$ cat src/rtl/db_req_arb_if.sv
// Bus bundle for db_req_arb: network-side request streams, the DB
// controller request/response channels and per-channel response outputs.
// The slave modport is the arbiter's view; master is the environment's.
interface db_req_arb_if #(
  parameter int unsigned NUM_CH    = 2,
  parameter int unsigned KEY_SIZE  = 96,
  parameter int unsigned FLAG_SIZE = 4,
  parameter int unsigned HASH_SIZE = 32
);

  logic [NUM_CH-1:0]           in_valid;
  logic [NUM_CH-1:0]           in_ready;
  logic [NUM_CH*KEY_SIZE-1:0]  in_key;
  logic [NUM_CH*FLAG_SIZE-1:0] in_flag;

  logic                        db_req_valid;
  logic                        db_req_ready;
  logic [HASH_SIZE-1:0]        db_req_hash;
  logic [KEY_SIZE-1:0]         db_req_key;
  logic [FLAG_SIZE-1:0]        db_req_op;

  logic                        db_rsp_valid;
  logic [FLAG_SIZE-1:0]        db_rsp_flag;

  logic [NUM_CH-1:0]           out_valid;
  logic [NUM_CH*FLAG_SIZE-1:0] out_flag;

  modport master (
    output in_valid, in_key, in_flag, db_req_ready, db_rsp_valid, db_rsp_flag,
    input  in_ready, db_req_valid, db_req_hash, db_req_key, db_req_op,
           out_valid, out_flag
  );

  modport slave (
    input  in_valid, in_key, in_flag, db_req_ready, db_rsp_valid, db_rsp_flag,
    output in_ready, db_req_valid, db_req_hash, db_req_key, db_req_op,
           out_valid, out_flag
  );

endinterface

$ cat src/rtl/db_req_arb.sv
// db_req_arb: multi-channel key lookup front-end for the key/value DB
// controller. Round-robin arbitration over NUM_CH request streams, fold
// hash of the granted key, one registered DB request per clock, and an
// in-order FIFO of channel ids that steers each DB response back to the
// channel that issued it.
// Optional: define DB_REQ_STATS_EN to add per-channel request/response
// counters on stat_req / stat_rsp.
module db_req_arb #(
  parameter int unsigned NUM_CH          = 2,
  parameter int unsigned KEY_SIZE        = 96,
  parameter int unsigned FLAG_SIZE       = 4,
  parameter int unsigned HASH_SIZE       = 32,
  parameter int unsigned MAX_OUTSTANDING = 4
) (
  input  logic              clk,
  input  logic              rst,
  db_req_arb_if.slave       bus,
  output logic              err_unexp
`ifdef DB_REQ_STATS_EN
  ,
  output logic [NUM_CH*32-1:0] stat_req,
  output logic [NUM_CH*32-1:0] stat_rsp
`endif
);

  localparam int unsigned CH_W  = (NUM_CH > 1) ? $clog2(NUM_CH) : 1;
  localparam int unsigned PTR_W = $clog2(MAX_OUTSTANDING);
  localparam int unsigned CNT_W = PTR_W + 1;
  localparam int unsigned NW    = (KEY_SIZE + HASH_SIZE - 1) / HASH_SIZE;
  localparam int unsigned PAD_W = NW * HASH_SIZE;

  localparam logic [CH_W:0]    NUM_CH_W = (CH_W+1)'(NUM_CH);
  localparam logic [CNT_W-1:0] FULL_CNT = CNT_W'(MAX_OUTSTANDING);

  // arbitration state
  logic [CH_W-1:0]      rr_ptr;
  logic                 grant_valid;
  logic [CH_W-1:0]      grant;
  logic [CH_W:0]        cand_w;
  logic                 can_accept;
  logic                 accept;

  // per-channel unpacked views of the packed input buses
  logic [KEY_SIZE-1:0]  key_arr  [NUM_CH];
  logic [FLAG_SIZE-1:0] flag_arr [NUM_CH];
  logic [KEY_SIZE-1:0]  sel_key;
  logic [FLAG_SIZE-1:0] sel_flag;
  logic [PAD_W-1:0]     padded;
  logic [HASH_SIZE-1:0] sel_hash;

  // request output register
  logic                 req_valid_q;
  logic [KEY_SIZE-1:0]  req_key_q;
  logic [HASH_SIZE-1:0] req_hash_q;
  logic [FLAG_SIZE-1:0] req_op_q;

  // in-flight order FIFO
  logic [CH_W-1:0]      fifo_mem [MAX_OUTSTANDING];
  logic [PTR_W-1:0]     wr_ptr;
  logic [PTR_W-1:0]     rd_ptr;
  logic [CNT_W-1:0]     count;
  logic                 fifo_empty;
  logic                 push;
  logic                 pop;
  logic [CH_W-1:0]      head;

  // response output register
  logic [NUM_CH-1:0]           out_valid_q;
  logic [NUM_CH*FLAG_SIZE-1:0] out_flag_q;

  // Unpack per-channel key and flag slices.
  always_comb begin
    for (int unsigned c = 0; c < NUM_CH; c++) begin
      key_arr[c]  = bus.in_key[c*KEY_SIZE +: KEY_SIZE];
      flag_arr[c] = bus.in_flag[c*FLAG_SIZE +: FLAG_SIZE];
    end
  end

  // Round-robin search starting one past the last granted channel.
  always_comb begin
    grant_valid = 1'b0;
    grant       = '0;
    cand_w      = '0;
    for (int unsigned i = 1; i <= NUM_CH; i++) begin
      // rr_ptr < NUM_CH and i <= NUM_CH, so a single subtract wraps it
      cand_w = {1'b0, rr_ptr} + (CH_W+1)'(i);
      if (cand_w >= NUM_CH_W) begin
        cand_w = cand_w - NUM_CH_W;
      end
      if (!grant_valid && bus.in_valid[cand_w[CH_W-1:0]]) begin
        grant_valid = 1'b1;
        grant       = cand_w[CH_W-1:0];
      end
    end
  end

  // Accept gating and per-channel ready; count is taken before any pop.
  always_comb begin
    fifo_empty = (count == '0);
    can_accept = !rst && (!req_valid_q || bus.db_req_ready) && (count < FULL_CNT);
    accept     = can_accept && grant_valid;
    push       = accept;
    pop        = !rst && bus.db_rsp_valid && !fifo_empty;
    head       = fifo_mem[rd_ptr];
    for (int unsigned c = 0; c < NUM_CH; c++) begin
      bus.in_ready[c] = accept && (grant == CH_W'(c));
    end
  end

  // Fold hash of the granted key: zero-pad, XOR all HASH_SIZE words.
  always_comb begin
    sel_key  = key_arr[grant];
    sel_flag = flag_arr[grant];
    padded   = PAD_W'(sel_key);
    sel_hash = '0;
    for (int unsigned w = 0; w < NW; w++) begin
      sel_hash = sel_hash ^ padded[w*HASH_SIZE +: HASH_SIZE];
    end
  end

  // Round-robin pointer follows the most recent grant.
  always_ff @(posedge clk) begin
    if (rst) begin
      rr_ptr <= CH_W'(NUM_CH - 1);
    end else if (accept) begin
      rr_ptr <= grant;
    end
  end

  // Request register: reload on accept, hold under backpressure, drain otherwise.
  always_ff @(posedge clk) begin
    if (rst) begin
      req_valid_q <= 1'b0;
      req_key_q   <= '0;
      req_hash_q  <= '0;
      req_op_q    <= '0;
    end else if (accept) begin
      req_valid_q <= 1'b1;
      req_key_q   <= sel_key;
      req_hash_q  <= sel_hash;
      req_op_q    <= sel_flag;
    end else if (bus.db_req_ready) begin
      req_valid_q <= 1'b0;
    end
  end

  // Order FIFO storage; contents are don't-care while not counted.
  always_ff @(posedge clk) begin
    if (push) begin
      fifo_mem[wr_ptr] <= grant;
    end
  end

  // Order FIFO pointers and occupancy; pointers wrap at the power-of-2 depth.
  always_ff @(posedge clk) begin
    if (rst) begin
      wr_ptr <= '0;
      rd_ptr <= '0;
      count  <= '0;
    end else begin
      if (push) begin
        wr_ptr <= wr_ptr + 1'b1;
      end
      if (pop) begin
        rd_ptr <= rd_ptr + 1'b1;
      end
      case ({push, pop})
        2'b10:   count <= count + 1'b1;
        2'b01:   count <= count - 1'b1;
        default: count <= count;
      endcase
    end
  end

  // Response steering: one-cycle pulse to the FIFO head channel, flag slice held.
  always_ff @(posedge clk) begin
    if (rst) begin
      out_valid_q <= '0;
      out_flag_q  <= '0;
    end else begin
      out_valid_q <= '0;
      if (pop) begin
        for (int unsigned c = 0; c < NUM_CH; c++) begin
          if (head == CH_W'(c)) begin
            out_valid_q[c]                       <= 1'b1;
            out_flag_q[c*FLAG_SIZE +: FLAG_SIZE] <= bus.db_rsp_flag;
          end
        end
      end
    end
  end

  // Sticky flag for a response that arrives with nothing outstanding.
  always_ff @(posedge clk) begin
    if (rst) begin
      err_unexp <= 1'b0;
    end else if (bus.db_rsp_valid && fifo_empty) begin
      err_unexp <= 1'b1;
    end
  end

`ifdef DB_REQ_STATS_EN
  // Per-channel counters of accepted requests and delivered responses.
  always_ff @(posedge clk) begin
    if (rst) begin
      stat_req <= '0;
      stat_rsp <= '0;
    end else begin
      for (int unsigned c = 0; c < NUM_CH; c++) begin
        if (accept && (grant == CH_W'(c))) begin
          stat_req[c*32 +: 32] <= stat_req[c*32 +: 32] + 32'd1;
        end
        if (pop && (head == CH_W'(c))) begin
          stat_rsp[c*32 +: 32] <= stat_rsp[c*32 +: 32] + 32'd1;
        end
      end
    end
  end
`endif

  assign bus.db_req_valid = req_valid_q;
  assign bus.db_req_key   = req_key_q;
  assign bus.db_req_hash  = req_hash_q;
  assign bus.db_req_op    = req_op_q;
  assign bus.out_valid    = out_valid_q;
  assign bus.out_flag     = out_flag_q;

endmodule

$ cat src/flat_wrapper.sv
// flat-port wrapper written by rule: the top's interface ports become plain ports
module db_req_arb_flat 
#(
  parameter int unsigned NUM_CH          = 2,
  parameter int unsigned KEY_SIZE        = 96,
  parameter int unsigned FLAG_SIZE       = 4,
  parameter int unsigned HASH_SIZE       = 32,
  parameter int unsigned MAX_OUTSTANDING = 4
)
  (clk, rst, err_unexp, bus_in_valid, bus_in_key, bus_in_flag, bus_db_req_ready, bus_db_rsp_valid, bus_db_rsp_flag, bus_in_ready, bus_db_req_valid, bus_db_req_hash, bus_db_req_key, bus_db_req_op, bus_out_valid, bus_out_flag);
  db_req_arb_if #(.NUM_CH(NUM_CH), .KEY_SIZE(KEY_SIZE), .FLAG_SIZE(FLAG_SIZE), .HASH_SIZE(HASH_SIZE)) bus_i ();
  input  logic clk;
  input  logic rst;
  output logic err_unexp;
  input wire logic [$bits(bus_i.in_valid)-1:0] bus_in_valid;
  input wire logic [$bits(bus_i.in_key)-1:0] bus_in_key;
  input wire logic [$bits(bus_i.in_flag)-1:0] bus_in_flag;
  input wire logic [$bits(bus_i.db_req_ready)-1:0] bus_db_req_ready;
  input wire logic [$bits(bus_i.db_rsp_valid)-1:0] bus_db_rsp_valid;
  input wire logic [$bits(bus_i.db_rsp_flag)-1:0] bus_db_rsp_flag;
  output wire logic [$bits(bus_i.in_ready)-1:0] bus_in_ready;
  output wire logic [$bits(bus_i.db_req_valid)-1:0] bus_db_req_valid;
  output wire logic [$bits(bus_i.db_req_hash)-1:0] bus_db_req_hash;
  output wire logic [$bits(bus_i.db_req_key)-1:0] bus_db_req_key;
  output wire logic [$bits(bus_i.db_req_op)-1:0] bus_db_req_op;
  output wire logic [$bits(bus_i.out_valid)-1:0] bus_out_valid;
  output wire logic [$bits(bus_i.out_flag)-1:0] bus_out_flag;
  assign bus_i.in_valid = bus_in_valid;
  assign bus_i.in_key = bus_in_key;
  assign bus_i.in_flag = bus_in_flag;
  assign bus_i.db_req_ready = bus_db_req_ready;
  assign bus_i.db_rsp_valid = bus_db_rsp_valid;
  assign bus_i.db_rsp_flag = bus_db_rsp_flag;
  assign bus_in_ready = bus_i.in_ready;
  assign bus_db_req_valid = bus_i.db_req_valid;
  assign bus_db_req_hash = bus_i.db_req_hash;
  assign bus_db_req_key = bus_i.db_req_key;
  assign bus_db_req_op = bus_i.db_req_op;
  assign bus_out_valid = bus_i.out_valid;
  assign bus_out_flag = bus_i.out_flag;
  db_req_arb #(.NUM_CH(NUM_CH), .KEY_SIZE(KEY_SIZE), .FLAG_SIZE(FLAG_SIZE), .HASH_SIZE(HASH_SIZE), .MAX_OUTSTANDING(MAX_OUTSTANDING)) u_core (.clk(clk), .rst(rst), .bus(bus_i), .err_unexp(err_unexp));
endmodule
$ cat config.mk
export PLATFORM = sky130hd
export DESIGN_NAME = db_req_arb_flat
export DESIGN_NICKNAME = d
export VERILOG_FILES = /design/src/rtl/db_req_arb_if.sv /design/src/rtl/db_req_arb.sv /design/src/flat_wrapper.sv
export SDC_FILE = /design/constraint.sdc
export NUM_CORES = 1
export LEC_CHECK = 0
export BUFFER_PORTS_ARGS = -buffer_cell sky130_fd_sc_hd__clkbuf_2
export CORE_MARGIN = 5
export CORE_UTILIZATION = 50
export CTS_CLUSTER_DIAMETER = 200
export DETAILED_ROUTE_END_ITERATION = 8
export MAX_ROUTING_LAYER = met4
export PLACE_DENSITY_LB_ADDON = 0.1
export SYNTH_ARGS = -nofsm -noshare
export SYNTH_HDL_FRONTEND = slang
export SYNTH_SLANG_ARGS = --single-unit
$ cat constraint.sdc
create_clock -name clk -period 2.82 [get_ports clk]
set_input_delay 0.564 -clock clk [delete_from_list [all_inputs] [get_ports clk]]
set_output_delay 0.564 -clock clk [all_outputs]
set_load 0.05 [all_outputs]
==> results.json, run 1 <==
{
  "cts_hold_buf": 0,
  "finalCritPeriodShare": 0.837,
  "htreeDepth": 4,
  "synthSimpleGateAreaFrac": 0.0946,
  "die-area_um2": 20800,
  "cts_setup_buffers": 0,
  "multiInputGateArea_um2": 5410,
  "grt_max_degree": 154,
  "grt_pass1_wl_um": 37200,
  "synthMuxAreaShare": 0.265,
  "post_synth.cell_area_avg_um2": 11.9,
  "drt-initial-drc-count": 257,
  "power.leakage_nw": 5.74,
  "p_int_w": 0.00480,
  "fin_tns_setup_ps": 0,
  "cts_resized": 0,
  "drt-total-wl_um": 24700,
  "hp-class": "input port to register",
  "min_period_ps": 2360,
  "layout.cells.non_filler": 1326,
  "remaining_drc_errors": 0,
  "pwr-share-seq": 0.355,
  "vias_per_cell": 5.24,
  "wl_per_cell_um": 18.7,
  "drv_slew": 0,
  "synth_fa_ha_area_frac": 0.00915,
  "p_total_w": 0.00755,
  "required_ps": 2260,
  "cts_tree": "built",
  "synth_cells": 759,
  "synth_top_family_by_area": "multiplexers",
  "worst_pin_slew_ps": 924,
  "num_vias": 6947,
  "rsz0062_at_grt": "false",
  "switching_share": 0.364,
  "core-area_um2": 17800,
  "row_count": 49,
  "p_per_area_nw_per_um2": 659,
  "synth-seq-cells": 158,
  "maxCapViolCount": 0,
  "drive_gt1_frac": 0.406,
  "hold_viol_final": 0,
  "die_h_um": 144,
  "synth_compound_area_frac": 0.0667,
  "ys_seq_area_frac": 0.355,
  "grt_antenna_before_repair": 0,
  "fin_skew_ps": 12.8,
  "diodes": 0,
  "clock-sinks": 158,
  "nets": 1301,
  "clkPwrFrac": 0.305,
  "root_buffer": "clkbuf_16",
  "synth_xor_area_frac": 0.162,
  "dp_cells": 1295,
  "initial_core_util": 0.506,
  "synth_nets": 975,
  "fillers": 1480,
  "gp_congestion": 0.832,
  "ios": 356,
  "holdWs_ps": 395,
  "critPathKind": "register to output port",
  "setup_violations": 0,
  "outcome": "complete, no violations",
  "switchingPower_w": 0.00275,
  "cts.clk_slew.worst_paths_ps": 70,
  "syn2layout_area_growth_pct": 27.0,
  "grt_overflow": 0,
  "clockBufferDepth": 2,
  "portBuffers": 355,
  "grtUsageTotal": 0.238,
  "ant_nets": 0,
  "final_core_util": 0.642,
  "yosys_warnings": 0,
  "peakVddDrop_mv": 0.385,
  "cp_max_fo": 6,
  "dr.pass1.iters": 6,
  "grt_pass1_vias": 6931,
  "max_slew_margin": 0.384,
  "arrival_ps": 1800,
  "dp_hpwl_um": 18200,
  "clk_latency_ps": 410,
  "synth.cell_area_um2": 9020,
  "die_x_um": 144,
  "fmax_mhz": 424,
  "synth.distinct_cells": 41,
  "cts_buffers": 17,
  "comb_power_share": 0.340,
  "regArea_um2": 3200,
  "critPathLaunchType": "register",
  "endpoint_kind": "output port"
}
[layout make-up]
class                           instances  share of cell area
Inverter                                9             0.00317
Multi-Input combinational cell        533               0.473
Tap cell                              229              0.0250
Timing Repair Buffer                  366               0.168
Sequential cell                       158               0.280
Clock inverter                         11              0.0116
Clock buffer                           20              0.0399
[path summary, 6_finish.rpt]
kind / from / end / slack, ps / depth (start not counted)
setup / recovery: u_core.count[2]$_SDFFE_PP0P_ / bus_in_ready[0] / 460 / 5
hold reg to reg: u_core.bus.db_req_key[16]$_SDFFE_PP0P_ / u_core.bus.db_req_key[16]$_SDFFE_PP0P_ / 470 / 2
setup reg to reg: u_core.bus.db_req_valid$_SDFFE_PP0P_ / u_core.count[2]$_SDFFE_PP0P_ / 570 / 9
hold / removal: bus_db_rsp_flag[3] / u_core.bus.out_flag[3]$_SDFFE_PP0P_ / 400 / 2
[kinds of logic (layout without fill, tap and decap cells)]
logic type,after synthesis,after routing
adder cells (fa/ha/maj),6,6
AND/OR/NAND/NOR,141,141
XOR/XNOR,66,66
buffers and inverters,68,406
flip-flops,158,158
AO/OA/AOI/OAI,87,87
multiplexers,233,233
[critical path, stage by stage, from the launching register on]
cell and delay (ps):
dfxtp_1 380, or2_1 320, nor3_4 250, inv_2 80, nor2_1 80, clkbuf_2 290
[metal layers]
metal  GRT usage  vias up  part of all wire
met5           -        -                 0
met4      0.0692        0             0.016
met3      0.0595       22             0.075
met2       0.396      241              0.49
met1       0.286     3286              0.42
li1            -     3398                 -
[power by group through the flow]
stage / combinational [W] / clock [W] / sequential (W)
after CTS: 0.00259 / 0.00234 / 0.00268
after floorplan: 0.00104 / 0 / 0.00359
after detailed placement: 0.00258 / 0 / 0.00272
after global placement: 0.00257 / 0 / 0.00273
final: 0.00257 / 0.00230 / 0.00268
after global routing: 0.00273 / 0.00244 / 0.00271
[layout by cell type (no fill, tap or decap), drive strengths merged, types with 4 or more instances in the layout]
| master | n |
|---|---|
| clkbuf | 374 |
| mux2i | 192 |
| dfxtp | 154 |
| nand2b | 98 |
| xnor3 | 64 |
| mux2 | 40 |
| a31oi | 36 |
| a211oi | 32 |
| inv | 12 |
| buf | 12 |
| nor2b | 10 |
| nand2 | 8 |
| nor2 | 8 |
| a21oi | 7 |
| ha | 5 |
| and2 | 4 |
| a311oi | 4 |
| edfxtp | 4 |
[through the flow]
stage | area, µm² | worst slack (ps)
floorplan | 9030 | 280
global placement | 10900 | 347
detailed placement | 10900 | 323
CTS | 11500 | 423
global route | 11500 | 344
finish | 11500 | 460
[registers in the layout, summed over array words and instances, names as in the netlist, 3 cells and up, named ones only]
signal	count
u_core.bus.out_flag	8
u_core.count	3
u_core.bus.db_req_hash	32
u_core.bus.db_req_key	96
u_core.bus.db_req_op	4
u_core.fifo_mem	4
[synth_stat cells, drive strengths merged]
cell type  count  share of area
mux2          40          0.050
a21bo          1         0.0011
nand4          2         0.0014
or4            1        0.00083
ha             5         0.0069
edfxtp         4          0.013
or2            2         0.0014
nand3          2         0.0011
a211oi        32          0.028
inv            9         0.0037
o21ai          3         0.0017
mux4           1         0.0025
mux2i        192           0.21
a21oi          7         0.0039
nand2          8         0.0033
nor2b         10         0.0069
nor2           8         0.0033
xnor3         64           0.16
a31oi         36          0.025
dfxtp        154           0.34
nand2b        98          0.068
and2           4         0.0028
buf           40          0.036
fa             1         0.0022
nor3           3         0.0035
nor4           1        0.00069
a211o          1        0.00097
xor2           2         0.0019
clkbuf        19         0.0079
o31ai          3         0.0025
or3            2         0.0014
a311oi         4         0.0039
No activity file was read; power rests on OpenSTA's default activity.
==> run 2: changes to the inputs <==
- clock period: 2.82 -> 2.4 ns (I/O delays scaled with it)
==> run 2 against run 1 <==
  * Combinational power increased by 18%
  * Clock skew down 3.4 ps
  * Clock power up 23%
  * Worst hold slack got worse by 96 ps
  * Critical path depth is 1 higher
  * Via count is 0.39% higher
  * Sequential share of layout area down 0.20 points
  * Register-to-register slack got worse by 340 ps
  * Sequential power rose by 17%
  * First-iteration DRC count rose by 1.6%
  * Count of clock-buffer cells in the layout stayed put
  * Cell count increased by 0.60%
  * Critical path type unchanged
==> results.json, run 2 (synthesized netlist as in run 1, its figures left out) <==
{
  "nets": 1308,
  "clkPwrFrac": 0.315,
  "fmax_mhz": 429,
  "cts_setup_buffers": 0,
  "grt_max_degree": 93,
  "r2r_setup_slack_ps": 230,
  "p_int_w": 0.00576,
  "syn2layout_area_growth_pct": 27.9,
  "clockBufferDepth": 2,
  "hold_viol_final": 0,
  "remaining_drc_errors": 0,
  "row_count": 49,
  "die_h_um": 144,
  "endpoint_kind": "output port",
  "gp_congestion": 0.802,
  "die-area_um2": 20800,
  "drt-initial-drc-count": 261,
  "critPathLaunchType": "register",
  "min_period_ps": 2330,
  "worstHoldStart": "bus_db_rsp_flag[3]",
  "root_buffer": "clkbuf_16",
  "diodes": 0,
  "r2r-start": "u_core.count[2]$_SDFFE_PP0P_",
  "drv_slew": 0,
  "cts_buffers": 17,
  "grt_pass1_wl_um": 37500,
  "cts_tree": "built",
  "fin_tns_setup_ps": 0,
  "max_slew_margin": 0.413,
  "whs_endpoint": "u_core.bus.out_flag[7]$_SDFFE_PP0P_",
  "rsz0062_at_grt": "false",
  "arrival_ps": 1850,
  "core-area_um2": 17800,
  "final_core_util": 0.647,
  "grt_overflow": 0,
  "regArea_um2": 3200,
  "die_x_um": 144,
  "drive_gt1_frac": 0.412,
  "ant_nets": 0,
  "portBuffers": 355,
  "p_total_w": 0.00902,
  "switchingPower_w": 0.00326,
  "grt_antenna_before_repair": 0,
  "cp_max_fo": 6,
  "vias_per_cell": 5.23,
  "dp_hpwl_um": 18400,
  "pwr-share-seq": 0.349,
  "placed_area_um2": 10900,
  "drt-total-wl_um": 24900,
  "hold_depth": 2,
  "dr.pass1.iters": 4,
  "worst_pin_slew_ps": 880,
  "grtUsageTotal": 0.240,
  "initial_core_util": 0.506,
  "power.leakage_nw": 5.79,
  "r2r-end": "u_core.count[2]$_SDFFE_PP0P_",
  "num_vias": 6974,
  "largest_register_ffs": 96,
  "clk_latency_ps": 420,
  "hp-class": "input port to register",
  "wl_per_cell_um": 18.6,
  "clock-sinks": 158,
  "grt_pass1_vias": 7086,
  "p_per_area_nw_per_um2": 781,
  "multiInputGateArea_um2": 5420,
  "setup_violations": 0,
  "cts_hold_buf": 0,
  "required_ps": 1920,
  "design_area_um2": 11500,
  "outcome": "complete, no violations",
  "cts.clk_slew.worst_paths_ps": 70,
  "htreeDepth": 4,
  "peakVddDrop_mv": 0.578,
  "ios": 356,
  "mostFrequentLayoutCells": "clkbuf_2, mux2i_1, dfxtp_1, nand2b_1, xnor3_1",
  "critPathKind": "register to output port",
  "comb_power_share": 0.336,
  "fillers": 1465,
  "finalCritPeriodShare": 0.970,
  "maxCapViolCount": 0,
  "r2r_cells": 9,
  "fin_skew_ps": 9.40,
  "final_common_cell": "clkbuf_2",
  "switching_share": 0.361
}
-- run 2: changes by cell type in the layout (fill, tap and decap cells not counted) --
cell       before  now
buf_4           7   14
bufinv_16       2    3
clkbuf_2      354  353
clkbuf_4        0    1
clkinv_2        0    1
clkinv_4        3    2
dfxtp_1       154  153
dfxtp_2         0    1
nor3_1          1    0
nor3_2          0    1
-- run 2: through the flow --
stage               setup slack [ps]  cells  hold WS (ps)
floorplan                       26.9    759           437
global placement                75.1   1302           456
detailed placement              49.7   1302           460
CTS                             42.3   1334           281
global route                    9.34   1334           281
finish                          71.1   1334           299
-- run 2: layer usage --
metal,vias to the layer above,track usage,part of all wire
li1,3421,-,-
met1,3261,0.278,0.40
met2,255,0.397,0.50
met3,37,0.0771,0.084
met4,0,0.0741,0.022
met5,-,-,0
-- run 2: repair_timing --
item / in CTS / in global routing
cloned: 0 / 0
resized for setup: 1 / 1
setup endpoints to repair: 1 / 1
-- run 2: worst max path at each step --
stage	slack, ps	start	cells after the start	to
after floorplan	30	u_core.bus.db_req_valid$_SDFFE_PP0P_	10	u_core.count[2]$_SDFFE_PP0P_
after global placement	80	bus_db_req_ready	10	u_core.count[2]$_SDFFE_PP0P_
after detailed placement	50	bus_db_req_ready	10	u_core.count[2]$_SDFFE_PP0P_
after CTS	40	u_core.count[2]$_SDFFE_PP0P_	6	bus_in_ready[0]
after global routing	9	u_core.count[2]$_SDFFE_PP0P_	6	bus_in_ready[0]
final	70	u_core.count[2]$_SDFFE_PP0P_	6	bus_in_ready[0]
-- run 2: critical path, cell delays in order, from the launching register on --
cell	delay, ps
dfxtp_1	370
or2_1	320
nor3_4	210
inv_2	50
buf_4	130
nor2_1	100
clkbuf_4	240
-- run 2: layout make-up --
cell class	count	area share
clock inverters	12	0.0138
clock buffers	20	0.0396
well taps	229	0.0248
flip-flops and latches	158	0.278
multi-input cells	533	0.470
inverters	9	0.00314
repair buffers	373	0.172
-- run 2: power by group through the flow --
stage	Combinational (W)	Sequential, W	Clock [W]
2_1_floorplan	0.00122	0.00422	0
3_3_place_gp	0.00304	0.00319	0
3_5_place_dp	0.00305	0.00320	0
4_1_cts	0.00306	0.00314	0.00290
5_1_grt	0.00322	0.00318	0.00302
6_report	0.00303	0.00314	0.00284
